File: src/rtl/fetch_pc_unit_pkg.sv
// fetch_pc_unit_pkg: npc_op encodings, fetch address constants and FSM state codes.
package fetch_pc_unit_pkg;
   typedef enum logic [2:0] {
      NPC_SEQ = 3'd0,
      NPC_BR  = 3'd1,
      NPC_J   = 3'd2,
      NPC_JR  = 3'd3
   } npc_op_e;
   localparam logic [31:0] PC_RESET   = 32'h0000_3000;
   localparam logic [31:0] PC_HANDLER = 32'h0000_4180;
   localparam logic [31:0] TEXT_LO    = 32'h0000_3000;
   localparam logic [31:0] TEXT_HI    = 32'h0000_6FFC;
   localparam logic [1:0] ST_BOOT = 2'd0;
   localparam logic [1:0] ST_RUN  = 2'd1;
   localparam logic [1:0] ST_EXC  = 2'd2;
endpackage

File: src/rtl/fetch_pc_unit_npc.sv
// npc_calc: combinational next-PC target selection from the D-stage control kind.
module npc_calc
   import fetch_pc_unit_pkg::*;
(
   input  logic [2:0]  npc_op_i,
   input  logic        cmp_out_i,
   input  logic [31:0] f_pc_i,
   input  logic [31:0] d_pc_i,
   input  logic [25:0] d_imm26_i,
   input  logic [31:0] d_rs_val_i,
   output logic [31:0] npc_o,
   output logic        ctrl_o
);
   logic [31:0] seq, br, j;
   assign seq = f_pc_i + 32'd4;
   assign br = d_pc_i + 32'd4 + {{14{d_imm26_i[15]}}, d_imm26_i[15:0], 2'b00};
   assign j = {d_pc_i[31:28], d_imm26_i, 2'b00};
   // undefined encodings fall through to sequential fetch
   assign npc_o = npc_op_i == NPC_BR ? (cmp_out_i ? br : seq) :
                  npc_op_i == NPC_J  ? j :
                  npc_op_i == NPC_JR ? d_rs_val_i : seq;
   assign ctrl_o = npc_op_i == NPC_BR || npc_op_i == NPC_J || npc_op_i == NPC_JR;
endmodule

File: src/rtl/fetch_pc_unit.sv
// fetch_pc_unit: fetch PC register, BOOT/RUN/EXC_ENTRY FSM and delay-slot tracking.
// Define IFU_ADEL_CHECK_EN to build the fetch address error range check.
module fetch_pc_unit
   import fetch_pc_unit_pkg::*;
(
   input  logic        clk,
   input  logic        reset,
   input  logic        stall,
   input  logic [2:0]  npc_op,
   input  logic        cmp_out,
   input  logic [31:0] d_pc,
   input  logic [25:0] d_imm26,
   input  logic [31:0] d_rs_val,
   input  logic        exc_req,
   input  logic        eret,
   input  logic [31:0] epc,
   output logic [31:0] f_pc,
   output logic        f_valid,
   output logic        f_bd,
   output logic        d_bd,
   output logic        f_adel,
   output logic        d_flush
);
   logic [1:0] state_q, state_d;
   logic [31:0] pc_q, pc_d, npc;
   logic d_bd_q, d_bd_d, ctrl;
   npc_calc u_npc (
      .npc_op_i   (npc_op),
      .cmp_out_i  (cmp_out),
      .f_pc_i     (pc_q),
      .d_pc_i     (d_pc),
      .d_imm26_i  (d_imm26),
      .d_rs_val_i (d_rs_val),
      .npc_o      (npc),
      .ctrl_o     (ctrl)
   );
   always_comb begin
      state_d = state_q == ST_BOOT ? ST_RUN : exc_req ? ST_EXC : ST_RUN;
      pc_d = exc_req ? PC_HANDLER : eret ? epc : stall ? pc_q : npc;
      d_bd_d = (exc_req | eret) ? 1'b0 : stall ? d_bd_q : f_bd;
   end
   always_ff @(posedge clk) begin
      if (reset) begin
         state_q <= ST_BOOT;
         pc_q <= PC_RESET;
         d_bd_q <= 1'b0;
      end else begin
         state_q <= state_d;
         pc_q <= pc_d;
         d_bd_q <= d_bd_d;
      end
   end
   assign f_pc = pc_q;
   assign f_valid = state_q != ST_BOOT;
   assign f_bd = state_q == ST_RUN && ctrl;
   assign d_bd = d_bd_q;
   assign d_flush = exc_req | eret;
`ifdef IFU_ADEL_CHECK_EN
   assign f_adel = f_valid & ((pc_q[1:0] != 2'b00) | (pc_q < TEXT_LO) | (pc_q > TEXT_HI));
`else
   assign f_adel = 1'b0;
`endif
endmodule
File: config.mk
export PLATFORM = sky130hd
export DESIGN_NAME = fetch_pc_unit
export DESIGN_NICKNAME = d
export VERILOG_FILES = /design/src/rtl/fetch_pc_unit_pkg.sv /design/src/rtl/fetch_pc_unit_npc.sv /design/src/rtl/fetch_pc_unit.sv
export SDC_FILE = /design/constraint.sdc
export NUM_CORES = 1
export LEC_CHECK = 0
export ABC_AREA = 1
export CAP_MARGIN = 20
export CORE_UTILIZATION = 45
export CTS_BUF_LIST = sky130_fd_sc_hd__clkbuf_8
export DETAILED_ROUTE_END_ITERATION = 7
export PLACE_DENSITY = 0.82
export SLEW_MARGIN = 5
export SYNTH_ARGS = -nofsm -noshare
export SYNTH_HDL_FRONTEND = slang
export SYNTH_SLANG_ARGS = --single-unit
File: constraint.sdc
create_clock -name clk -period 3.5 [get_ports clk]
set_clock_uncertainty 0.2 [all_clocks]
set_input_delay 0.875 -clock clk [delete_from_list [all_inputs] [get_ports clk]]
set_output_delay 0.875 -clock clk [all_outputs]
set_load 0.02 [all_outputs]
==> results of run 1 <==
-- sequential cells by signal, summed over array words and instances, names as in the netlist, named ones only --
register,count
state_q,2
d_bd,1
f_pc,30
-- stage by stage --
stage | hold WS [ns] | cells | setup WS (ns)
floorplan | 0.2900 | 1090 | 0.4766
global placement | 0.2985 | 1484 | -0.2401
detailed placement | 0.2995 | 1484 | -0.2581
CTS | 0.3142 | 1492 | 0.02608
global route | 0.3366 | 1492 | -0.009238
finish | 0.3108 | 1492 | 0.1615
-- worst max-delay path: cells and delay by family --
family / cells / cell delay [ns]
XOR/XNOR: 1 / 0.21
adder cells (fa/ha/maj): 2 / 0.57
AO/OA/AOI/OAI: 1 / 0.14
AND/OR/NAND/NOR: 9 / 0.90
buffers and inverters: 2 / 0.67
-- report_power, final --
part / total (mW) / switching, mW / internal [mW]
sequential: 0.451 / 0.0319 / 0.419
clock: 0.462 / 0.178 / 0.284
combinational: 1.13 / 0.603 / 0.524
-- repair_timing --
| item | 4_1_cts | 5_1_grt |
|---|---|---|
| setup buffers | 0 | 0 |
| pin swaps | 0 | 1 |
| endpoints found under the setup margin | 1 | 13 |
| resized for setup | 1 | 17 |
-- how the worst min path moves through the flow --
stage / from / endpoint / slack (ns)
final: d_bd$_SDFFE_PP0N_ / d_bd$_SDFFE_PP0N_ / 0.31
after global placement: f_pc[31]$_SDFFE_PP0P_ / f_pc[31]$_SDFFE_PP0P_ / 0.30
after detailed placement: f_pc[31]$_SDFFE_PP0P_ / f_pc[31]$_SDFFE_PP0P_ / 0.30
after global routing: f_pc[31]$_SDFFE_PP0P_ / f_pc[31]$_SDFFE_PP0P_ / 0.34
after floorplan: state_q[1]$_SDFF_PP0_ / state_q[1]$_SDFF_PP0_ / 0.29
after CTS: f_pc[31]$_SDFFE_PP0P_ / f_pc[31]$_SDFFE_PP0P_ / 0.31
-- layout make-up --
cell class / count / area share
tap: 172 / 0.02516
multi-input combinational: 866 / 0.5386
sequential: 35 / 0.08192
inverter: 162 / 0.07139
clock buffer: 5 / 0.008046
timing repair buffer: 249 / 0.2670
clock inverter: 3 / 0.007899
-- routing by layer --
metal	vias to the layer above	part of all wire
li1	3972	-
met1	3468	0.42
met2	415	0.45
met3	58	0.091
met4	0	0.036
met5	-	0
-- logic make-up after synthesis --
| family | after synthesis |
|---|---|
| compound gates | 174 |
| xor+xnor | 26 |
| fa+ha+maj | 59 |
| buf+inv | 189 |
| flops | 35 |
| other cells | 1 |
| simple gates | 606 |
-- placed cells by master (no fill, tap or decap), types with 11 or more instances in the layout --
cell / synthesis / final
a21oi_1: 73 / 70
xor2_1: 17 / 17
o21ai_1: 13 / 13
nor2_1: 94 / 88
inv_1: 152 / 152
a22oi_1: 11 / 11
nor2_2: 7 / 13
clkdlybuf4s50_1: 0 / 165
dfxtp_1: 35 / 35
o21ai_0: 35 / 35
nand2_1: 384 / 381
buf_4: 1 / 82
ha_1: 58 / 58
nand3_1: 79 / 78
==> flow_metrics.py, run 1 <==
metrics = {
    "finish": {
        "register_area_sq_um": 700.7,
        "fin_area_sq_um": 8553,
        "drive_above_1_share": 0.1068,
        "synthToLayoutAreaGrowth_pct": 42.00,
        "nFillCells": 1225,
        "multi_input_area_sq_um": 4607,
        "fin_util": 0.6669,
        "fin_nets": 1509,
        "num_antenna_cells": 0,
    },
    "yosys": {
        "postSynthNetCount": 1280,
        "synthAdderAreaFrac": 0.1238,
        "synth_xor_area_frac": 0.03905,
        "avgSynthCellArea_sq_um": 5.526,
        "synth_most_common_cell": "nand2_1",
        "synth_seq_area_share": 0.1163,
        "netlist_top_cells_count": "nand2_1, inv_1, nor2_1",
        "synthArstFlopShare": 0,
        "syn_inst": 1090,
        "yosysTopAreaCell": "nand2_1",
        "synth_top_family_by_area": "simple AND/OR/NAND/NOR gates",
        "synth.area.top_cells": "nand2_1, ha_1, dfxtp_1, inv_1, nand3_1",
        "synth_ff_type": "dfxtp_1",
        "yosysWarnings": 0,
        "yosysUniqueCellTypes": 53,
        "ys_ff_latch": 35,
        "synth.area.mux_share": 0,
        "synth_area_sq_um": 6023,
        "synth_edf_count": 0,
        "synth_top_area_frac": 0.2393,
        "synth_compound_area_frac": 0.1683,
        "synth-simple-area-share": 0.4263,
    },
    "sta": {
        "clock.fmax_mhz": 299.5,
        "rsz0062_at_grt": "yes",
        "period_share": 0.9539,
        "worst_slew_pin_slew_ns": 0.7394,
        "final.setup.tns_ns": 0,
        "final_hold_viol_count": 0,
        "setup_viol": 0,
        "max_slew_margin": 0.5065,
        "finalMaxSlewViolations": 0,
        "finalCriticalPeriod_ns": 3.339,
    },
    "floorplanning": {
        "core_area_sq_um": 12820,
        "die_x_um": 117.7,
        "initial_utilization": 0.4697,
        "rows": 41,
        "ios": 168,
        "fp.dieH_um": 117.7,
        "dieArea_sq_um": 13850,
    },
    "global_route": {
        "gr-usage-met3": 0.04215,
        "use_met2": 0.5250,
        "grt_busiest_layer": "met2",
        "antenna_found_initial": 0,
        "grt_pass1_vias": 7158,
        "grt_use_met1": 0.4158,
        "track_usage": 0.3165,
        "grt_overflow": 0,
        "grt_max_degree": 32,
        "grt_pass1_wl_mm": 35.45,
    },
    "cts": {
        "cts_tree": "yes",
        "htree_levels": 2,
        "insertion_delay_ns": 0.31,
        "cts-root-buf": "clkbuf_8",
        "clock-sinks": 35,
        "cts_buffer_depth": 2,
        "numCtsBuffers": 5,
        "cts_hold_buf": 0,
        "cts.reportedPaths.clkPinSlew_ns": 0.08,
    },
    "worst_setup_path": {
        "crit_start": "d_imm26[8]",
        "start_kind": "input pin",
        "critPathMostFrequentCell": "nand2_1",
        "arrival_ns": 3.37,
        "crit_path_max_incr_delay_ns": 0.52,
        "cp_cell_sequence": "clkdlybuf4s50_1 > ha_1 > ha_1 > nand2_1 > buf_4 > nor2_2 > nand3_1 > nand3b_1 > nand2_1 > nand2_1 > xor2_1 > nand2_1 > nand2_1 > nand2_1 > a21oi_1",
        "reg2reg_depth": 12,
        "r2r_start": "f_pc[2]$_SDFFE_PP0P_",
        "r2r_slack_ns": 1.11,
        "crit_fanout": 3,
        "r2r_end": "f_pc[16]$_SDFFE_PP0P_",
        "crit_end": "f_pc[20]$_SDFFE_PP0P_",
        "slowest_stage": "clkdlybuf4s50_1",
        "worst_ep_required_time_ns": 3.54,
        "crit_type": "in2reg",
        "cp-end-kind": "flop",
    },
    "placed_design": {
        "gp_congestion": 0.9524,
        "port-buffer-count": 166,
        "dpl_cell_area_sq_um": 8379,
        "hpwl_mm": 18.35,
    },
    "routing": {
        "drt.antenna.violating_nets": 0,
        "drc_errors": 0,
        "viasPerCell": 5.304,
        "vias": 7913,
        "first_pass_iters": 5,
        "finalWirelength_mm": 22.22,
        "drt_iter0_drc": 716,
        "wl_per_cell_um": 14.90,
    },
    "power_and_ir_drop": {
        "power_density_nw_per_um2": 238.5,
        "ir_worst_vdd_mv": 0.1826,
        "power_mw": 2.040,
        "p_leak_nw": 4.261,
    },
    "worst_hold_path": {
        "hold_path_class": "reg2reg",
        "whs_path_depth": 2,
    },
    "flow_run": {
        "maxCapViolCount": 0,
    },
    "run_status": {
        "status": "complete, no violations",
    },
}
Note: power is estimated with default switching activity, not from simulation.
==> run 2: changes to the inputs <==
Settings changed: CORE_UTILIZATION 45 to 40, PLACE_DENSITY 0.82 to 0.75.
==> flow_metrics.py, run 2 (synthesis results as in run 1) <==
metrics = {
    "run_status": {
        "status": "complete, no violations",
    },
    "finish": {
        "layout_common_cells": "nand2_1, clkdlybuf4s50_1, inv_1",
        "synthToLayoutAreaGrowth_pct": 42.25,
        "layout.cells.non_filler": 1504,
        "largest_reg_flops": 30,
        "num_antenna_cells": 0,
        "fin_nets": 1510,
        "nFillCells": 1506,
        "fin_util": 0.5873,
        "drive_above_1_share": 0.1053,
        "final_common_cell": "nand2_1",
    },
    "global_route": {
        "grt_pass1_vias": 7327,
        "track_usage": 0.2963,
        "antenna_found_initial": 0,
        "grt_overflow": 0,
        "grt_max_degree": 32,
        "grt_pass1_wl_mm": 36.92,
    },
    "sta": {
        "fin_ws_ns": 0.1710,
        "final_hold_viol_count": 0,
        "final.setup.tns_ns": 0,
        "clock.fmax_mhz": 300.4,
        "finalCriticalPeriod_ns": 3.329,
        "worst_slew_pin_slew_ns": 0.5702,
        "finalMaxSlewViolations": 0,
        "rsz0062_at_grt": "yes",
        "setup_viol": 0,
        "period_share": 0.9512,
        "max_slew_margin": 0.6194,
    },
    "floorplanning": {
        "ios": 168,
        "rows": 44,
        "core_area_sq_um": 14590,
        "die_x_um": 124.7,
        "initial_utilization": 0.4129,
        "dieArea_sq_um": 15550,
        "fp.dieH_um": 124.7,
    },
    "power_and_ir_drop": {
        "combinationalPowerShare": 0.597,
        "p_leak_nw": 4.260,
        "ir_worst_vdd_mv": 0.1591,
        "power_density_nw_per_um2": 222.8,
        "sequentialPowerShare": 0.236,
        "p_int_mw": 1.107,
        "swShare": 0.4203,
        "p_sw_uw": 802.5,
        "p_clk_frac": 0.167,
    },
    "routing": {
        "drt.antenna.violating_nets": 0,
        "drc_errors": 0,
        "first_pass_iters": 6,
        "wl_met3_mm": 1.710,
        "drt_iter0_drc": 610,
        "vias": 7821,
        "wl_met2_mm": 10.54,
        "wl_met1_mm": 10.07,
        "viasPerCell": 5.200,
        "finalWirelength_mm": 22.96,
        "wl_per_cell_um": 15.26,
        "dr.max_layer_used": "met4",
    },
    "cts": {
        "cts-root-buf": "clkbuf_8",
        "numCtsBuffers": 5,
        "cts.reportedPaths.clkPinSlew_ns": 0.07,
        "cts_tree": "yes",
        "htree_levels": 2,
        "clock-sinks": 35,
        "cts_buffer_depth": 2,
        "insertion_delay_ns": 0.31,
    },
    "worst_hold_path": {
        "whs_path_depth": 2,
        "hold_path_class": "reg2reg",
        "holdPathEnd": "d_bd$_SDFFE_PP0N_",
        "hold_start": "d_bd$_SDFFE_PP0N_",
    },
    "worst_setup_path": {
        "reg2reg_depth": 12,
        "cp_top_family": "buffers and inverters",
        "crit_path_max_incr_delay_ns": 0.45,
        "arrival_ns": 2.25,
        "critPathBufInv": 5,
        "crit_type": "in2out",
        "crit_fanout": 2,
        "r2r_slack_ns": 1.11,
        "worst_ep_required_time_ns": 2.42,
        "slowest_stage": "clkdlybuf4s50_1",
        "r2r_start": "f_pc[2]$_SDFFE_PP0P_",
        "critPathMostFrequentCell": "inv_1",
        "r2r_end": "f_pc[16]$_SDFFE_PP0P_",
        "cp-end-kind": "output port",
        "start_kind": "input pin",
        "cp_cell_sequence": "clkdlybuf4s50_1 > inv_1 > nor2_2 > inv_2 > nand2_1 > inv_1 > nor3b_1 > clkbuf_2",
    },
    "placed_design": {
        "placed_cells": 1496,
        "hpwl_mm": 19.07,
        "port-buffer-count": 166,
        "place_ws_ns": -0.2805,
        "gp_congestion": 0.9439,
    },
    "flow_run": {
        "maxCapViolCount": 0,
    },
}
[run 2: cell count changes in the layout (fill, tap and decap cells not counted), moves of 2 or more]
cell	delta
nor2_1	+4
nor2_2	-4
a21oi_1	+2
a21oi_2	-2
bufinv_16	-2
ha_1	-2
ha_4	+2
nand3_1	-2
nand3_4	+2
[run 2: tightest hold or removal path, stage by stage, from the launching register on]
cell	delay, ns
dfxtp_1	0.32
nor2_1	0.10
nor4_1	0.05
[run 2: power groups by stage]
stage | clock [mW] | combinational [mW] | sequential [mW]
after floorplan | 0 | 0.571 | 0.474
after global placement | 0 | 1.10 | 0.459
after detailed placement | 0 | 1.11 | 0.459
after CTS | 0.318 | 1.11 | 0.449
after global routing | 0.335 | 1.26 | 0.454
final | 0.319 | 1.14 | 0.451
[run 2: repair_timing]
item,in CTS,in global routing
setup endpoints to repair,1,15
pin swaps,0,1
gates resized for setup,1,17
hold buffers,0,0
buffers inserted,0,1
[run 2: layout make-up]
cell class | count | area, sq um | area share
clock inverter | 1 | 5.005 | 0.0005841
inverter | 162 | 610.6 | 0.07126
sequential | 35 | 700.7 | 0.08178
multi-input combinational | 866 | 4639 | 0.5415
clock buffer | 6 | 82.58 | 0.009638
tap | 184 | 230.2 | 0.02687
timing repair buffer | 250 | 2300 | 0.2684
[run 2: through the flow]
stage | hold WS [ns] | cell area [sq um] | total power [mW]
3_3_place_gp | 0.2882 | 8407 | 1.556
6_report | 0.3202 | 8568 | 1.909
2_1_floorplan | 0.2900 | 6023 | 1.045
3_5_place_dp | 0.3168 | 8407 | 1.566
5_1_grt | 0.3489 | 8568 | 2.048
4_1_cts | 0.3286 | 8493 | 1.881
[run 2: how the worst max path moves through the flow]
stage	to	depth (start not counted)	slack (ns)	start
after floorplan	f_bd	6	0.48	npc_op[1]
after global placement	f_bd	8	-0.28	npc_op[1]
after detailed placement	f_pc[31]$_SDFFE_PP0P_	20	-0.28	d_pc[2]
after CTS	f_pc[31]$_SDFFE_PP0P_	20	0.02	d_pc[2]
after global routing	f_pc[31]$_SDFFE_PP0P_	18	0.003	d_imm26[15]
final	f_bd	8	0.17	npc_op[1]
[run 2: layer usage]
| layer | vias to the layer above | GRT usage |
|---|---|---|
| met2 | 331 | 0.5073 |
| met1 | 3482 | 0.3887 |
| met5 | - | 0 |
| met4 | 0 | 0.08292 |
| met3 | 36 | 0.03351 |
| li1 | 3972 | - |
